$ cat config.mk
export PLATFORM = sky130hd
export DESIGN_NAME = pip20_cla
export DESIGN_NICKNAME = d
export VERILOG_FILES = /design/src/rtl/pip20_cla.sv
export SDC_FILE = /design/constraint.sdc
export NUM_CORES = 1
export LEC_CHECK = 0
export ABC_AREA = 0
export CAP_MARGIN = 20
export CORE_AREA = 2 2 108 110
export DETAILED_ROUTE_END_ITERATION = 6
export DIE_AREA = 0 0 110 112
export GPL_TIMING_DRIVEN = 0
export PLACE_DENSITY_LB_ADDON = 0.12
export SYNTH_ARGS = -nofsm -noshare
export SYNTH_HDL_FRONTEND = slang
export SYNTH_SLANG_ARGS = --single-unit
export TNS_END_PERCENT = 30
$ cat constraint.sdc
create_clock -name clk -period 9.4 [get_ports clk]
set_input_delay 1.41 -clock clk [delete_from_list [all_inputs] [get_ports clk]]
set_output_delay 1.41 -clock clk [all_outputs]
set_load 0.03 [all_outputs]
$ cat src/rtl/pip20_cla.sv
// 20-bit adder pipelined as five registered 4-bit carry-lookahead groups.
// Operands are captured once, skewed to their group, and sums realigned for a fixed 7-cycle latency.
module pip20_cla (
    input  logic [19:0] a,
    input  logic [19:0] b,
    input  logic        cin,
    input  logic        clk,
    output logic [19:0] sum,
    output logic        cout,
    input  logic        rst
);

    logic        r_cin;
    logic [4:0]  w_grp_cin;
    logic [4:0]  w_grp_cout;
    logic [19:0] w_sum_al;

    always_ff @(posedge clk or posedge rst) begin
        if (rst) begin
            r_cin <= 1'b0;
        end else begin
            r_cin <= cin;
        end
    end

    genvar gi;
    generate
        for (gi = 0; gi < 5; gi++) begin : g_grp
            // Entry 0 is the input capture stage; entry gi feeds this group's lookahead.
            logic [3:0] r_a_sk  [0:gi];
            logic [3:0] r_b_sk  [0:gi];
            // Entry 0 holds the fresh nibble; the last entry lines up with the other groups.
            logic [3:0] r_s_dly [0:4-gi];
            logic       r_cout;
            logic [3:0] w_p;
            logic [3:0] w_g;
            logic [4:0] w_c;

            assign w_p    = r_a_sk[gi] ^ r_b_sk[gi];
            assign w_g    = r_a_sk[gi] & r_b_sk[gi];
            assign w_c[0] = w_grp_cin[gi];
            assign w_c[1] = w_g[0] | (w_p[0] & w_c[0]);
            assign w_c[2] = w_g[1] | (w_p[1] & w_g[0]) | (w_p[1] & w_p[0] & w_c[0]);
            assign w_c[3] = w_g[2] | (w_p[2] & w_g[1]) | (w_p[2] & w_p[1] & w_g[0])
                          | (w_p[2] & w_p[1] & w_p[0] & w_c[0]);
            assign w_c[4] = w_g[3] | (w_p[3] & w_g[2]) | (w_p[3] & w_p[2] & w_g[1])
                          | (w_p[3] & w_p[2] & w_p[1] & w_g[0])
                          | (w_p[3] & w_p[2] & w_p[1] & w_p[0] & w_c[0]);

            always_ff @(posedge clk or posedge rst) begin
                if (rst) begin
                    for (int i = 0; i <= gi; i++) begin
                        r_a_sk[i] <= '0;
                        r_b_sk[i] <= '0;
                    end
                    for (int i = 0; i <= 4 - gi; i++) begin
                        r_s_dly[i] <= '0;
                    end
                    r_cout <= 1'b0;
                end else begin
                    r_a_sk[0] <= a[4*gi +: 4];
                    r_b_sk[0] <= b[4*gi +: 4];
                    for (int i = 1; i <= gi; i++) begin
                        r_a_sk[i] <= r_a_sk[i-1];
                        r_b_sk[i] <= r_b_sk[i-1];
                    end
                    r_s_dly[0] <= w_p ^ w_c[3:0];
                    for (int i = 1; i <= 4 - gi; i++) begin
                        r_s_dly[i] <= r_s_dly[i-1];
                    end
                    r_cout <= w_c[4];
                end
            end

            assign w_grp_cout[gi]        = r_cout;
            assign w_sum_al[4*gi +: 4]   = r_s_dly[4-gi];

            if (gi == 0) begin : g_first
                assign w_grp_cin[gi] = r_cin;
            end else begin : g_next
                assign w_grp_cin[gi] = w_grp_cout[gi-1];
            end
        end
    endgenerate

    always_ff @(posedge clk or posedge rst) begin
        if (rst) begin
            sum  <= '0;
            cout <= 1'b0;
        end else begin
            sum  <= w_sum_al;
            cout <= w_grp_cout[4];
        end
    end

endmodule

; Word-level counts from Yosys, hierarchy flattened
; Index checks and enable logic that the tools add are counted.
[word_totals]
wordCells = 198
out_inout_bits = 21
input_bits = 43
regBits = 207
[classes]
n_bitwise = 145
[ops]
columns = cell, n
row1 = AND 1 bit, 80
row2 = bitwise OR 1 bit, 50
row3 = XOR 4 bit, 10
row4 = AND 4 bit, 5

; Logic depth before layout (Yosys ltp)
[depth]
depth_word = 6
depth_mapped = 4
mapped_depth_nobuf = 4

; Least setup slack after synthesis
; No wires, ideal clock.
[synth_path]
path_type = register -> output
start = reg cout
end = out cout
path_buffers = 0
setup_slack_ps = 7523
arrival_time_ps = 467
required_time_ps = 7990
stages_incl_launch_ff = 1
path_cell_list = dfrtp_1
[synth_lines]
columns = element, line
row1 = "start, declared", 9  ; output logic cout,
row2 = "start signal, assigned", 92  ; cout <= w_grp_cout[4];
; No word-level cell between the ends.

; Worst setup path after layout
[layout_path]
start = reg sum[10]
end = out sum[10]
[layout_lines]
columns = element, line
row1 = "start, declared", 8  ; output logic [19:0] sum,
row2 = "start signal, assigned", 91  ; sum <= w_sum_al;
; No word-level cell between the ends.

==> metrics.md <==
| Metric | Value |
|---|---|
| Clk_lat worst skew | `0.47 ns` |
| Largest cells by area after synthesis | `dfrtp_1, ha_1, a21o_1` |
| Leading area contributor after synthesis | `dfrtp_1` |
| Number of H-tree levels | `1` |
| CP Capture Type | `output pin` |
| First-iteration detailed-routing DRC count | `a little over 80` |
| Syn_nets | `~360` |
| Worst path slowest cell | `clkdlybuf4s50_1` |
| Run status | `finished clean` |
| Clock sink total | `roughly 210` |
| Core Box Area | `0.0112 mm^2` |
| Hold Fails Final Rpt | `0` |
| Final worst-path cycle share | `~30%` |
| Most common cell in the netlist | `dfrtp_1` |
| Worst IR drop on VDD | `around 160 uV` |
| Hold path cells | `0` |
| CTS clk-pin slew, worst paths | `around 0.060 ns` |
| Worst min path class | `reg2reg` |
| Stages on the worst setup path | `1` |
| Vias/cell | `approximately 4.6` |
| CP required | `~8 ns` |
| # fillers | `~760` |
| Worst-margin pin slew | `between 0.5 and 0.6 ns` |
| Initial antenna violation count | `0` |
| FP Rows | `39` |
| #FFs+latches synth | `around 210` |
| Clock tree buffer depth | `3` |
| Cell Pwr Density | `between 200 and 300 mW/mm^2` |
| DIE AREA | `about 0.012 mm^2` |
| Via Count | `2439` |
| Crit-path cells | `clkdlybuf4s50_1` |
| CP delay by family, top | `buffers and inverters` |
| Synth cell types | `9` |
| Post-synth EDFFs | `0` |
| Area added between synthesis and finish | `26.0%` |
| Avg WL per Cell | `around 13 um` |
| RSZ-0062 raised after global routing | `no` |
| Io pins | `64` |
| DRC | `0` |
| Clock Tree Root | `clkbuf_16` |
| Cell Area, Synth | `a little under 0.006 mm^2` |
| DRT Pass-1 Iters | `4` |
| Max incr delay on CP | `around 0.7 ns` |
| Period minus WS final | `slightly below 3 ns` |
| Post_cts resized | `0` |
| Routed wire length | `between 7000 and 8000 um` |
| P_leak | `approximately 0.0035 uW` |
| Fmax | `between 300 and 400 MHz` |
| Largest net degree at the start of global routing | `~120` |
| Synth Area per Inst | `just over 20 um^2` |
| Ys Warns | `0` |
| Reg2reg path depth | `4` |
| Slew Viols, Final | `0` |
| Max cap viols | `0` |
| Synth top area share | `slightly below 90%` |
| Width of the die | `around 110 um` |
| Mapped Cells | `293` |
| CP Data Arrival Time | `between 1 and 1.5 ns` |
| Ant. Diodes | `0` |
| Startpoint types | `flop` |
| GRT Total Usage | `roughly 13%` |
| WHS | `roughly 0.34 ns` |
| Vias in the first global route | `approximately 2700` |
| Starting Density | `between 50% and 60%` |
| Slew Limit Headroom | `between 60 and 70%` |
| RD Place Congestion | `0.680` |
| Setup_tns | `0 ns` |
| Worst-path maximum fanout | `1` |
| Antenna Nets Post-Route | `0` |
| Final Skew | `a little under 0.01 ns` |
| DP Wirelength | `~4000 um` |
| CP Class | `reg2out` |
| Final nets | `approximately 450` |
| Hold buffers post-CTS | `0` |
| I/O Buffers | `63` |
| Inserted Clock Buffers | `21` |
| Seq/Total Area, Yosys | `between 80% and 90%` |
| Synth top cells by count | `dfrtp_1, inv_1, ha_1` |
| Die height | `112 um` |
| Asr flop ratio synth | `100%` |
| Setup violators final | `0` |
| GR Overflow Total | `0` |
| CTS tree | `yes` |
| Buf/Inv on CP | `1` |
| Post-CTS Setup Repair Bufs | `0` |
| Top_reg_cell synth | `dfrtp_1` |
| Share of cells above drive strength 1 | `just under 9%` |
| First-pass GRT wire length | `12000 um` |
==> registers in the layout, indices dropped and copies added, names as in the netlist <==
register / cells
g_grp.r_b_sk: 60
g_grp.r_a_sk: 60
cout: 1
g_grp.r_cout: 5
g_grp.r_s_dly: 60
sum: 20
r_cin: 1
==> logic make-up (layout without fill, tap and decap cells) <==
logic type / after synthesis / count (layout) / synth area share [%]
fa+ha+maj: 25 / 25 / 5.92
xor+xnor: 15 / 15 / 2.22
flops: 207 / 207 / 87.5
buf+inv: 21 / 120 / 1.33
compound gates: 25 / 25 / 3.06
==> cells in the final DEF (no fill, tap or decap) <==
cell	count
buf_16	1
clkbuf_16	21
clkbuf_8	3
a21o_1	15
bufinv_16	3
clkbuf_1	3
a31o_1	5
inv_1	20
dfrtp_1	207
xnor2_1	10
xor2_1	5
a21oi_1	5
ha_1	20
inv_8	1
clkdlybuf4s50_1	63
fa_1	5
clkinv_2	5
==> through the flow <==
step / utilization (%) / power (uW) / area [um^2] / setup slack (ns) / cells
global placement: 60.2 / 1190 / 6730 / 0.402 / 499
global route: 66.8 / 2080 / 7460 / 6.45 / 535
detailed placement: 60.6 / 1200 / 6770 / 6.49 / 500
CTS: 66.8 / 2020 / 7460 / 6.48 / 535
finish: 66.8 / 1990 / 7460 / 6.51 / 535
floorplan: - / 1120 / 5920 / 2.34 / 293
==> worst paths after layout <==
path                                         startpoint                             to  slack [ns]
setup reg to reg           g_grp[0].r_a_sk[0]$_DFF_PP0_      g_grp[0].r_cout$_DFF_PP0_        7.96
setup / recovery                      sum[10]$_DFF_PP0_                        sum[10]        6.51
hold / removal             g_grp[3].r_b_sk[8]$_DFF_PP0_   g_grp[3].r_b_sk[4]$_DFF_PP0_        0.34
min in group asynchronous                           rst               sum[1]$_DFF_PP0_        1.41
hold reg to reg            g_grp[3].r_b_sk[8]$_DFF_PP0_   g_grp[3].r_b_sk[4]$_DFF_PP0_        0.34
max in group asynchronous                           rst  g_grp[3].r_a_sk[10]$_DFF_PP0_        7.05
==> power by group <==
part | switching [uW] | internal, uW
clock | 303 | 513
combinational | 87.4 | 71.0
sequential | 28.0 | 992
==> final cells by class <==
type	instances	area (um^2)	share of cell area [%]
clock buffers	27	578	7.75
repair buffers	64	658	8.82
well taps	143	179	2.40
inverters	21	86.3	1.16
multi-input cells	65	663	8.89
clock inverters	8	115	1.54
flip-flops and latches	207	5180	69.4
==> per-layer routing <==
| metal | GRT usage, % | routed length [um] | up-vias |
|---|---|---|---|
| met5 | 0 | 0 | - |
| li1 | - | - | 1099 |
| met1 | 15.6 | 2830 | 1267 |
| met3 | 3.81 | 504 | 8 |
| met2 | 20.6 | 3610 | 65 |
| met4 | 4.98 | 116 | 0 |
Power figures use the tool's default switching activity.
